===== src/rtl/mem_fetch_pkg.sv =====
// Shared types and widths for the byte-wide memory word fetcher.
package mem_fetch_pkg;

    localparam int unsigned BYTE_W = 8;
    localparam int unsigned WORD_W = 16;

    typedef enum logic [2:0] {
        StIdle  = 3'd0,
        StRdLo  = 3'd1,
        StRdHi  = 3'd2,
        StWrite = 3'd3,
        StAbort = 3'd4
    } fetch_state_e;

endpackage


===== src/rtl/wait_timer.sv =====
// Per-byte wait counter; expired is high once MAX_WAIT ready-less edges have been counted.
module wait_timer #(
    parameter int unsigned MAX_WAIT = 15
) (
    input  logic clk,
    input  logic reset,
    input  logic clear,
    input  logic tick,
    output logic expired
);

    localparam int unsigned CntW = (MAX_WAIT < 1) ? 1 : $clog2(MAX_WAIT + 1);
    localparam logic [CntW-1:0] MaxCnt = CntW'(MAX_WAIT);

    logic [CntW-1:0] count_q;

    always_ff @(posedge clk) begin
        if (reset || clear) begin
            count_q <= '0;
        end else if (tick && !expired) begin
            count_q <= count_q + CntW'(1);
        end
    end

    assign expired = (count_q == MaxCnt);

endmodule


===== src/rtl/mem_word_fetch.sv =====
// Fetches an 8- or 16-bit little-endian operand over an 8-bit memory bus and
// presents it to the 16-bit register bus with a one-cycle load strobe.
module mem_word_fetch
    import mem_fetch_pkg::*;
#(
    parameter int unsigned MAX_WAIT = 15
) (
    input  logic              clk,
    input  logic              reset,
    input  logic              start,
    input  logic [WORD_W-1:0] addr,
    input  logic              mode_16,
    output logic [WORD_W-1:0] mem_addr,
    output logic              mem_rd,
    input  logic [BYTE_W-1:0] mem_data,
    input  logic              mem_ready,
    output logic [WORD_W-1:0] bus_out,
    output logic              load_l,
    output logic              load_16,
    output logic              busy,
    output logic              done,
    output logic              error
);

    fetch_state_e      state_q;
    logic [WORD_W-1:0] addr_q;
    logic              mode_q;
    logic [BYTE_W-1:0] lo_q;

    logic in_read;
    logic timer_clear;
    logic timer_tick;
    logic timer_expired;

    // One timer serves both byte phases; a ready edge restarts it for the next byte.
    assign in_read     = (state_q == StRdLo) || (state_q == StRdHi);
    assign timer_clear = !in_read || mem_ready;
    assign timer_tick  = in_read && !mem_ready;
    assign busy        = (state_q != StIdle);

    wait_timer #(
        .MAX_WAIT(MAX_WAIT)
    ) u_wait_timer (
        .clk    (clk),
        .reset  (reset),
        .clear  (timer_clear),
        .tick   (timer_tick),
        .expired(timer_expired)
    );

    always_ff @(posedge clk) begin
        if (reset) begin
            state_q  <= StIdle;
            addr_q   <= '0;
            mode_q   <= 1'b0;
            lo_q     <= '0;
            mem_addr <= '0;
            mem_rd   <= 1'b0;
            bus_out  <= '0;
            load_l   <= 1'b0;
            load_16  <= 1'b0;
            done     <= 1'b0;
            error    <= 1'b0;
        end else begin
            // Strobes and the bus are only non-zero for the single WRITE/ABORT cycle.
            bus_out <= '0;
            load_l  <= 1'b0;
            load_16 <= 1'b0;
            done    <= 1'b0;
            error   <= 1'b0;
            unique case (state_q)
                StIdle: begin
                    if (start) begin
                        state_q  <= StRdLo;
                        addr_q   <= addr;
                        mode_q   <= mode_16;
                        mem_addr <= addr;
                        mem_rd   <= 1'b1;
                    end
                end
                StRdLo: begin
                    if (mem_ready) begin
                        lo_q <= mem_data;
                        if (mode_q) begin
                            state_q  <= StRdHi;
                            mem_addr <= addr_q + WORD_W'(1);
                        end else begin
                            state_q <= StWrite;
                            mem_rd  <= 1'b0;
                            bus_out <= {{(WORD_W - BYTE_W){1'b0}}, mem_data};
                            load_l  <= 1'b1;
                            done    <= 1'b1;
                        end
                    end else if (timer_expired) begin
                        state_q <= StAbort;
                        mem_rd  <= 1'b0;
                        error   <= 1'b1;
                    end
                end
                StRdHi: begin
                    if (mem_ready) begin
                        state_q <= StWrite;
                        mem_rd  <= 1'b0;
                        bus_out <= {mem_data, lo_q};
                        load_16 <= 1'b1;
                        done    <= 1'b1;
                    end else if (timer_expired) begin
                        state_q <= StAbort;
                        mem_rd  <= 1'b0;
                        error   <= 1'b1;
                    end
                end
                StWrite, StAbort: begin
                    state_q <= StIdle;
                end
                default: begin
                    state_q <= StIdle;
                    mem_rd  <= 1'b0;
                end
            endcase
        end
    end

endmodule


===== config.mk =====
export PLATFORM = sky130hd
export DESIGN_NAME = mem_word_fetch
export DESIGN_NICKNAME = d
export VERILOG_FILES = /design/src/rtl/mem_fetch_pkg.sv /design/src/rtl/wait_timer.sv /design/src/rtl/mem_word_fetch.sv
export SDC_FILE = /design/constraint.sdc
export NUM_CORES = 1
export LEC_CHECK = 0
export CORE_ASPECT_RATIO = 1.75
export CORE_UTILIZATION = 35
export CTS_CLUSTER_DIAMETER = 80
export CTS_CLUSTER_SIZE = 20
export DETAILED_ROUTE_END_ITERATION = 6
export GPL_ROUTABILITY_DRIVEN = 0
export PLACE_DENSITY_LB_ADDON = 0.08
export SETUP_SLACK_MARGIN = 0.02
export SLEW_MARGIN = 20
export SYNTH_ARGS = -nofsm -noshare
export SYNTH_HDL_FRONTEND = slang
export SYNTH_SLANG_ARGS = --single-unit

===== constraint.sdc =====
create_clock -name clk -period 2 [get_ports clk]
set_input_delay 0.4 -clock clk [delete_from_list [all_inputs] [get_ports clk]]
set_output_delay 0.4 -clock clk [all_outputs]
set_load 0.005 [all_outputs]

==> results.toml, run 1 <==
[yosys]
ys.flop_type = "dfxtp_1"
yosysSeqAreaShare_pct = 48.38
async_flop_share_pct = 0
synth_top_family_by_area = "simple AND/OR/NAND/NOR gates"
yosysWarnings = 0
syn_area_per_cell_um2 = 8.349
synth-simple-area-share_pct = 26.29
yosysUniqueCellTypes = 45
synth_compound_area_share_pct = 16.39
synth_edf_count = 0
yosys.area.top_type = "dfxtp_1"
synth_fa_ha_area_share_pct = 0.8764
synthTopCellsByArea = "dfxtp_1 48%, nand2_1 8.4%, a21oi_1 5.8%"
synth_cells = 342
synth_top_area_share_pct = 48.38
synth_xor_area_share_pct = 3.681
synthMuxAreaShare_pct = 0.3506
ys_seq_elements = 69
syn-num-nets = 373
syn_area_mm2 = 0.002855

[setup_path]
worstPathMaxFanout = 12
endpoint_kind = "output port"
worstSetupPathType = "flop to output port"
start_kind = "flop"
required_ns = 1.60
crit_arrival_ns = 1.50

[layout]
antenna_cells = 0
final_cell_mix = "67 x dfxtp_1, 66 x clkdlybuf4s50_1, 64 x nand2_1, 33 x a21oi_1, 30 x nor2_1"
nNetsFinal = 450
drive_above_1_share_pct = 10.85
final_util_pct = 51.61
mostFrequentLayoutCell = "dfxtp_1"
nFillCells = 789
design_area_mm2 = 0.004081
areaGrowthSynthToFinish_pct = 42.94

[detailed_routing]
totalWireLength_mm = 7.485
drt_iter0_drc = 120
avgViaCountPerCell = 5.097
drt-pass1-iter-count = 4
routed-via-count = 2620
drc_errors = 0
ant_nets = 0
route.detailed.wl_per_inst_um = 14.56

[sta]
finalCritPeriodShare_pct = 94.94
setup_viol_count_final = 0
tns_ns = 0
period_needed_ns = 1.899
relSlewSlack_pct = 69.09
finalClockSkew_ns = 0.007695
fmax_ghz = 0.5267
final-hold-violation-count = 0
rsz0062_at_grt = "false"
worst_pin_slew_ns = 0.4594
maxSlewViolCount = 0

[place]
portBuffers = 66
dp_hpwl_mm = 5.466
dpl_cell_area_mm2 = 0.003725

[floorplan]
die_area_mm2 = 0.008537
coreArea_mm2 = 0.007909
initial_utilization_pct = 36.10
die_width_um = 70.28
std_cell_rows = 43
ioPinCount = 67
die_y_um = 121.5

[cts]
clk_latency_ns = 0.34
ctsHoldBuffers = 0
root_buffer = "clkbuf_16"
cts_buffer_depth = 2
cts_tree = "yes"
h-tree-depth = 3
numCtsBuffers = 9
postCtsSetupRepairBufs = 0
clock-sinks = 69
clk_pin_slew_ns = 0.06

[power]
power_mw = 3.864
p_int_mw = 2.967
p_per_area_mw_per_mm2 = 946.7
ir_drop_uv = 483.4
p_switching_mw = 0.8972
swShare_pct = 23.22
clkPwrFrac_pct = 47.8
combPwrFrac_pct = 12.9
seq_power_share_pct = 39.3
p_leak_nw = 1.475

[global_routing]
grt_pass1_wl_mm = 12.25
grt_pass1_vias = 2519
grt_max_degree = 23
grt_antenna_before_repair = 0
grt.overflow.total = 0
grt_usage_pct = 18.60

[status]
status = "completed"

[worst_hold_path]
holdCritPathClass = "flop to flop"

[job]
max_cap_violations = 0
power groups by stage:
stage          logic [mW]  clock network [mW]  registers, mW
2_1_floorplan       0.248                   0           1.53
3_3_place_gp        0.500                   0           1.55
3_5_place_dp        0.503                   0           1.55
4_1_cts             0.508                1.87           1.52
5_1_grt             0.551                1.95           1.53
6_report            0.500                1.85           1.52
logic make-up (layout without fill, tap and decap cells):
group	count (synthesis)	count (layout)
buffers and inverters	29	111
AO/OA/AOI/OAI	72	72
XOR/XNOR	12	12
adder cells (fa/ha/maj)	2	2
flip-flops	69	69
AND/OR/NAND/NOR	157	157
multiplexers	1	1
sequential cells by signal (all words and copies together) (netlist names):
name / count
addr_q: 16
u_wait_timer.count_q: 4
mem_addr: 16
load_16: 1
mem_rd: 1
bus_out: 16
mode_q: 1
load_l: 1
done: 1
lo_q: 8
state_q: 3
error: 1
layer usage:
metal / up-vias / share of wire (%) / global-route usage, %
li1: 1341 / - / -
met1: 1213 / 40 / 19.61
met5: - / 0 / 0
met4: 0 / 2.0 / 7.125
met3: 9 / 3.4 / 4.402
met2: 57 / 55 / 34.76
Yosys cell counts, drive strengths merged (4+ instances only):
master / n
nand3: 10
a21oi: 33
inv: 5
nand4b: 4
nand2: 64
nand3b: 7
clkbuf: 20
nor2: 30
a22oi: 10
nor3: 12
xnor2: 9
o211ai: 5
nor4: 6
and2: 10
dfxtp: 69
buf: 4
layout make-up:
type                       count  area, um^2  share of cell area [%]
sequential                    69        1384                   33.91
multi-input combinational    244        1364                   33.42
timing repair buffer          90       853.3                   20.91
clock buffer                  10       239.0                   5.855
tap                           90       112.6                   2.759
clock inverter                 6       110.1                   2.698
inverter                       5       18.77                  0.4598
path summary, 6_finish.rpt:
path	from	endpoint	slack (ns)	depth (start not counted)
setup / recovery	state_q[0]	busy	0.10	3
hold / removal	lo_q[1]	lo_q[1]	0.45	2
setup reg to reg	addr_q[3]	mem_addr[7]	0.20	4
hold reg to reg	lo_q[1]	lo_q[1]	0.45	2
what timing repair did:
item	CTS	global route
setup endpoints to repair	1	1
gates resized for setup	2	1
endpoints found under the hold margin	0	0
per-stage QoR:
stage / setup slack (ns) / std cells / hold slack [ns]
6_report: 0.1012 / 514 / 0.4545
4_1_cts: 0.06866 / 514 / 0.4545
3_3_place_gp: -0.03922 / 498 / 0.4429
5_1_grt: 0.02023 / 514 / 0.4687
3_5_place_dp: -0.07541 / 498 / 0.4469
2_1_floorplan: 0.3100 / 342 / 0.4368
worst max-delay path, cell delays in order (launching register included):
cell and delay [ns]:
dfxtp_2 0.38, nor3_2 0.25, inv_1 0.08, clkdlybuf4s50_1 0.45
Note: power is estimated with default switching activity, not from simulation.
==> run 2, diff against run 1 <==
CORE_MARGIN = 5   (was default)
==> run 2 against run 1 <==
Worst setup slack gained 0.031 ns. Die area increased by 19%. Critical path depth is the same. Wire length down 1.0%. Clock power down 11%. Power fell by 5.6%. Via count up 0.11%. Sequential share of layout area grew 0.53 points. Final area is 1.5% lower. Clock skew down 0.0026 ns. Hold slack better by 0.0010 ns. Register-to-register slack better by 0.16 ns.
==> results.toml, run 2 (synthesis gave the netlist of run 1 again) <==
[setup_path]
path_buf_inv = 2
cpLargestDelayFamily = "buffers and inverters"
worstSetupPathType = "flop to output port"
crit_arrival_ns = 1.47
start_kind = "flop"
endpoint_kind = "output port"
worstPathMaxFanout = 7
cpPeakStageDelay_ns = 0.50
slowest_stage = "clkdlybuf4s50_1"
required_ns = 1.60
cp_cell_sequence = "nor3_4, inv_1, clkdlybuf4s50_1"

[cts]
numCtsBuffers = 9
clk_latency_ns = 0.32
h-tree-depth = 3
root_buffer = "clkbuf_16"
clk_pin_slew_ns = 0.05
postCtsSetupRepairBufs = 0
clock-sinks = 69
cts_tree = "yes"
cts_buffer_depth = 2

[global_routing]
grt_max_degree = 29
grt_antenna_before_repair = 0
grt_pass1_vias = 2486
grt.overflow.total = 0
grt_usage_pct = 15.47
grt_pass1_wl_mm = 12.23

[status]
status = "completed"

[detailed_routing]
route.detailed.wl_per_inst_um = 14.47
avgViaCountPerCell = 5.123
drt_iter0_drc = 120
dr_wl_met2_mm = 4.078
ant_nets = 0
routed-via-count = 2623
drt-pass1-iter-count = 4
wl_met1_mm = 2.883
totalWireLength_mm = 7.407
top_layer_used = "met4"
routed-wl-met3_um = 365
drc_errors = 0

[layout]
layout.cells.non_filler = 512
nNetsFinal = 448
top_regs = "addr_q: 16 flops, bus_out: 16 flops, mem_addr: 16 flops"
mostFrequentLayoutCell = "dfxtp_1"
drive_above_1_share_pct = 9.953
areaGrowthSynthToFinish_pct = 40.75
antenna_cells = 0
final_cell_mix = "67 x dfxtp_1, 66 x clkdlybuf4s50_1, 64 x nand2_1, 33 x a21oi_1, 30 x nor2_1"

[floorplan]
initial_utilization_pct = 35.86
coreArea_mm2 = 0.007963
die_area_mm2 = 0.01014
std_cell_rows = 43
ioPinCount = 67
die_width_um = 78.28
die_y_um = 129.5

[sta]
finalCritPeriodShare_pct = 93.39
period_needed_ns = 1.868
worst_pin_slew_ns = 0.3903
maxSlewViolCount = 0
setup_viol_count_final = 0
final-hold-violation-count = 0
tns_ns = 0
relSlewSlack_pct = 73.74
rsz0062_at_grt = "false"
finalClockSkew_ns = 0.005121
fmax_ghz = 0.5354

[place]
portBuffers = 66
dp_hpwl_mm = 5.437
dp_cells = 496

[job]
max_cap_violations = 0

[power]
seq_power_share_pct = 41.6
ir_drop_uv = 554.3
p_per_area_mw_per_mm2 = 907.9
p_int_mw = 2.798
p_switching_mw = 0.8505
clkPwrFrac_pct = 44.9
p_leak_nw = 1.450
power_mw = 3.649
swShare_pct = 23.31
combPwrFrac_pct = 13.5

[worst_hold_path]
holdCritPathClass = "flop to flop"
[run 2: changes by cell type in the layout (fill, tap and decap cells not counted)]
| cell | delta |
|---|---|
| nor3_2 | -1 |
| nor3_4 | +1 |
| bufinv_16 | -1 |
| buf_4 | -1 |
| clkbuf_8 | -1 |
| clkbuf_1 | +2 |
| clkinv_2 | +2 |
| clkinvlp_4 | -2 |
| buf_12 | -1 |
[run 2: layer usage]
metal | vias to the layer above | global-route usage (%)
met4 | 0 | 5.252
met1 | 1218 | 16.60
met2 | 58 | 28.79
met5 | - | 0
li1 | 1342 | -
met3 | 5 | 4.381
[run 2: worst reg2reg max path: cells and delay by family, from the launching register on]
family / cells / cell delay [ns]
buffers and inverters: 2 / 0.44
AOI/OAI and AO/OA: 1 / 0.12
and+or+nand+nor: 3 / 0.63
DFF: 1 / 0.39
[run 2: final cells by class]
class | count | area, um^2
clock buffers | 11 | 232.7
clock inverters | 5 | 75.07
fillers | 773 | 3944
inverters | 5 | 18.77
multi-input cells | 244 | 1370
flip-flops and latches | 69 | 1384
well taps | 90 | 112.6
repair buffers | 88 | 825.8
[run 2: power groups by stage]
stage,logic [mW],registers [mW],clock network [mW]
after global routing,0.549,1.53,1.75
after CTS,0.500,1.52,1.69
after floorplan,0.248,1.53,0
after detailed placement,0.496,1.54,0
final,0.492,1.52,1.64
after global placement,0.493,1.55,0
[run 2: stage by stage]
step	area (um^2)	util, %	setup slack [ns]	hold WS (ns)
global placement	3697	46.43	-0.02107	0.4432
global route	4019	50.47	0.04415	0.4772
CTS	4010	50.36	0.02105	0.4569
floorplan	2855	-	0.3100	0.4368
finish	4019	50.47	0.1323	0.4556
detailed placement	3697	46.43	-0.05276	0.4496
[run 2: final timing paths]
check	startpoint	to	slack, ns	cells past startpoint
worst max-delay path	state_q[1]	busy	0.13	3
worst min register to register	lo_q[2]	lo_q[2]	0.46	2
worst min-delay path	lo_q[2]	lo_q[2]	0.46	2
worst max register to register	state_q[1]	lo_q[6]	0.36	6
[run 2: what timing repair did]
action / CTS / global route
resized for setup: 1 / 3
hold buffers: 0 / 0
pin swaps: 0 / 0
setup endpoints to repair: 1 / 1
==> run 3, diff against run 2 <==
==> constraint.sdc (replaced) <==
create_clock -name clk -period 2 [get_ports clk]
set_input_delay 0.6 -clock clk [delete_from_list [all_inputs] [get_ports clk]]
set_output_delay 0.6 -clock clk [all_outputs]
set_load 0.005 [all_outputs]
==> run 3 against run 2 <==
Combinational power rose by 7.5%. Power shrank 1.5%. Flip-flop and latch count is the same. Clock-buffer cell count decreased by 1. Final area rose by 1.6%. Critical endpoint is now mem_addr[7]. Largest cell class unchanged. Sequential power about the same.
==> results.toml, run 3 (synthesis gave the netlist of run 1 again) <==
[place]
portBuffers = 66
pre_cts_ws_ns = -0.2301
dp_cells = 502
dp_hpwl_mm = 5.542

[setup_path]
cpPeakStageDelay_ns = 0.51
cpLargestDelayFamily = "compound AO/OA/AOI/OAI gates"
required_ns = 2.26
start_kind = "input pin"
endpoint_kind = "flop"
worstSetupPathType = "input pin to flop"
cp_cell_sequence = "clkdlybuf4s50_1, nand2b_1, a211o_1, buf_4, a311o_1, a21oi_1"
worstPathMaxFanout = 22
crit_arrival_ns = 2.16
path_buf_inv = 2
slowest_stage = "clkdlybuf4s50_1"

[global_routing]
grt_pass1_wl_mm = 12.08
grt_pass1_vias = 2486
grt.overflow.total = 0
grt_antenna_before_repair = 0
grt_max_degree = 23
grt_usage_pct = 15.58

[sta]
setup_viol_count_final = 0
finalCritPeriodShare_pct = 94.76
rsz0062_at_grt = "false"
tns_ns = 0
relSlewSlack_pct = 73.03
fmax_ghz = 0.5277
period_needed_ns = 1.895
maxSlewViolCount = 0
worst_pin_slew_ns = 0.4009
final-hold-violation-count = 0
layout_setup_ws_ns = 0.1048
finalClockSkew_ns = 0.006088

[cts]
cts_tree = "yes"
clk_pin_slew_ns = 0.06
root_buffer = "clkbuf_16"
cts_buffer_depth = 2
clk_latency_ns = 0.33
ctsHoldBuffers = 0
h-tree-depth = 3
clock-sinks = 69
numCtsBuffers = 9

[power]
p_per_area_mw_per_mm2 = 879.8
ir_drop_uv = 582.7
p_leak_nw = 1.483
p_int_mw = 2.697
power_mw = 3.593
clkPwrFrac_pct = 43.3
p_switching_mw = 0.8964
swShare_pct = 24.95
combPwrFrac_pct = 14.7
seq_power_share_pct = 42.0

[floorplan]
coreArea_mm2 = 0.007963
ioPinCount = 67
initial_utilization_pct = 35.86
die_y_um = 129.5
std_cell_rows = 43
die_area_mm2 = 0.01014
die_width_um = 78.28

[layout]
nFillCells = 791
layout.cells.non_filler = 519
nNetsFinal = 455
areaGrowthSynthToFinish_pct = 43.03
mostFrequentLayoutCell = "dfxtp_1"
top_regs = "addr_q: 16 flops, bus_out: 16 flops, mem_addr: 16 flops"
antenna_cells = 0
drive_above_1_share_pct = 11.66
final_util_pct = 51.29
final_cell_mix = "68 x dfxtp_1, 65 x clkdlybuf4s50_1, 64 x nand2_1, 33 x a21oi_1, 30 x nor2_1"

[detailed_routing]
ant_nets = 0
drc_errors = 0
route.detailed.wl_per_inst_um = 14.60
drt_iter0_drc = 105
routed-via-count = 2624
avgViaCountPerCell = 5.056
drt-pass1-iter-count = 4
totalWireLength_mm = 7.578

[job]
max_cap_violations = 0

[status]
status = "completed"

[worst_hold_path]
holdCritPathClass = "flop to flop"
## run 3: layout make-up
class                           instances  area, um^2  share of cell area, %
Inverter                                5       18.77                 0.4596
Sequential cell                        69        1383                  33.85
Clock buffer                           10       229.0                  5.607
Tap cell                               90       112.6                  2.757
Multi-Input combinational cell        244        1375                  33.67
Clock inverter                          6       63.81                  1.562
Timing Repair Buffer                   95       902.1                  22.09
## run 3: repair_timing
| action | CTS | global route |
|---|---|---|
| setup buffers | 1 | 0 |
| endpoints found under the setup margin | 1 | 5 |
| gates resized for setup | 4 | 1 |
| pin swaps | 1 | 0 |
## run 3: layer usage
metal | wire length (um) | GRT usage (%) | vias up
li1 | - | - | 1355
met1 | 2891 | 15.62 | 1194
met2 | 4189 | 29.29 | 65
met3 | 375 | 3.755 | 10
met4 | 121 | 8.239 | 0
met5 | 0 | 0 | -
## run 3: power groups by stage
stage               Clock (mW)  Combinational, mW  Sequential [mW]
floorplan                    0              0.248             1.53
global placement             0              0.529             1.54
detailed placement           0              0.532             1.54
CTS                       1.60              0.538             1.51
global route              1.64              0.584             1.52
finish                    1.55              0.529             1.51
## run 3: worst register-to-register path: cells and delay by family, from the launching register on
family                 cells  cell delay [ns]
AO/OA/AOI/OAI              3             0.75
flip-flops                 1             0.35
buffers and inverters      2             0.39
AND/OR/NAND/NOR            1             0.16
## run 3: final timing paths
kind               from           to  slack (ns)  cells past startpoint
max               start  mem_addr[7]        0.10                      6
min             lo_q[5]      lo_q[5]        0.45                      2
max reg2reg  state_q[0]  mem_addr[7]        0.29                      6
min reg2reg     lo_q[5]      lo_q[5]        0.45                      2
## run 3: through the flow
step	area [um^2]	hold slack, ns
final	4084	0.4524
after global routing	4084	0.4772
after CTS	4079	0.4550
after detailed placement	3767	0.4469
after global placement	3767	0.4429
after floorplan	2855	0.4368
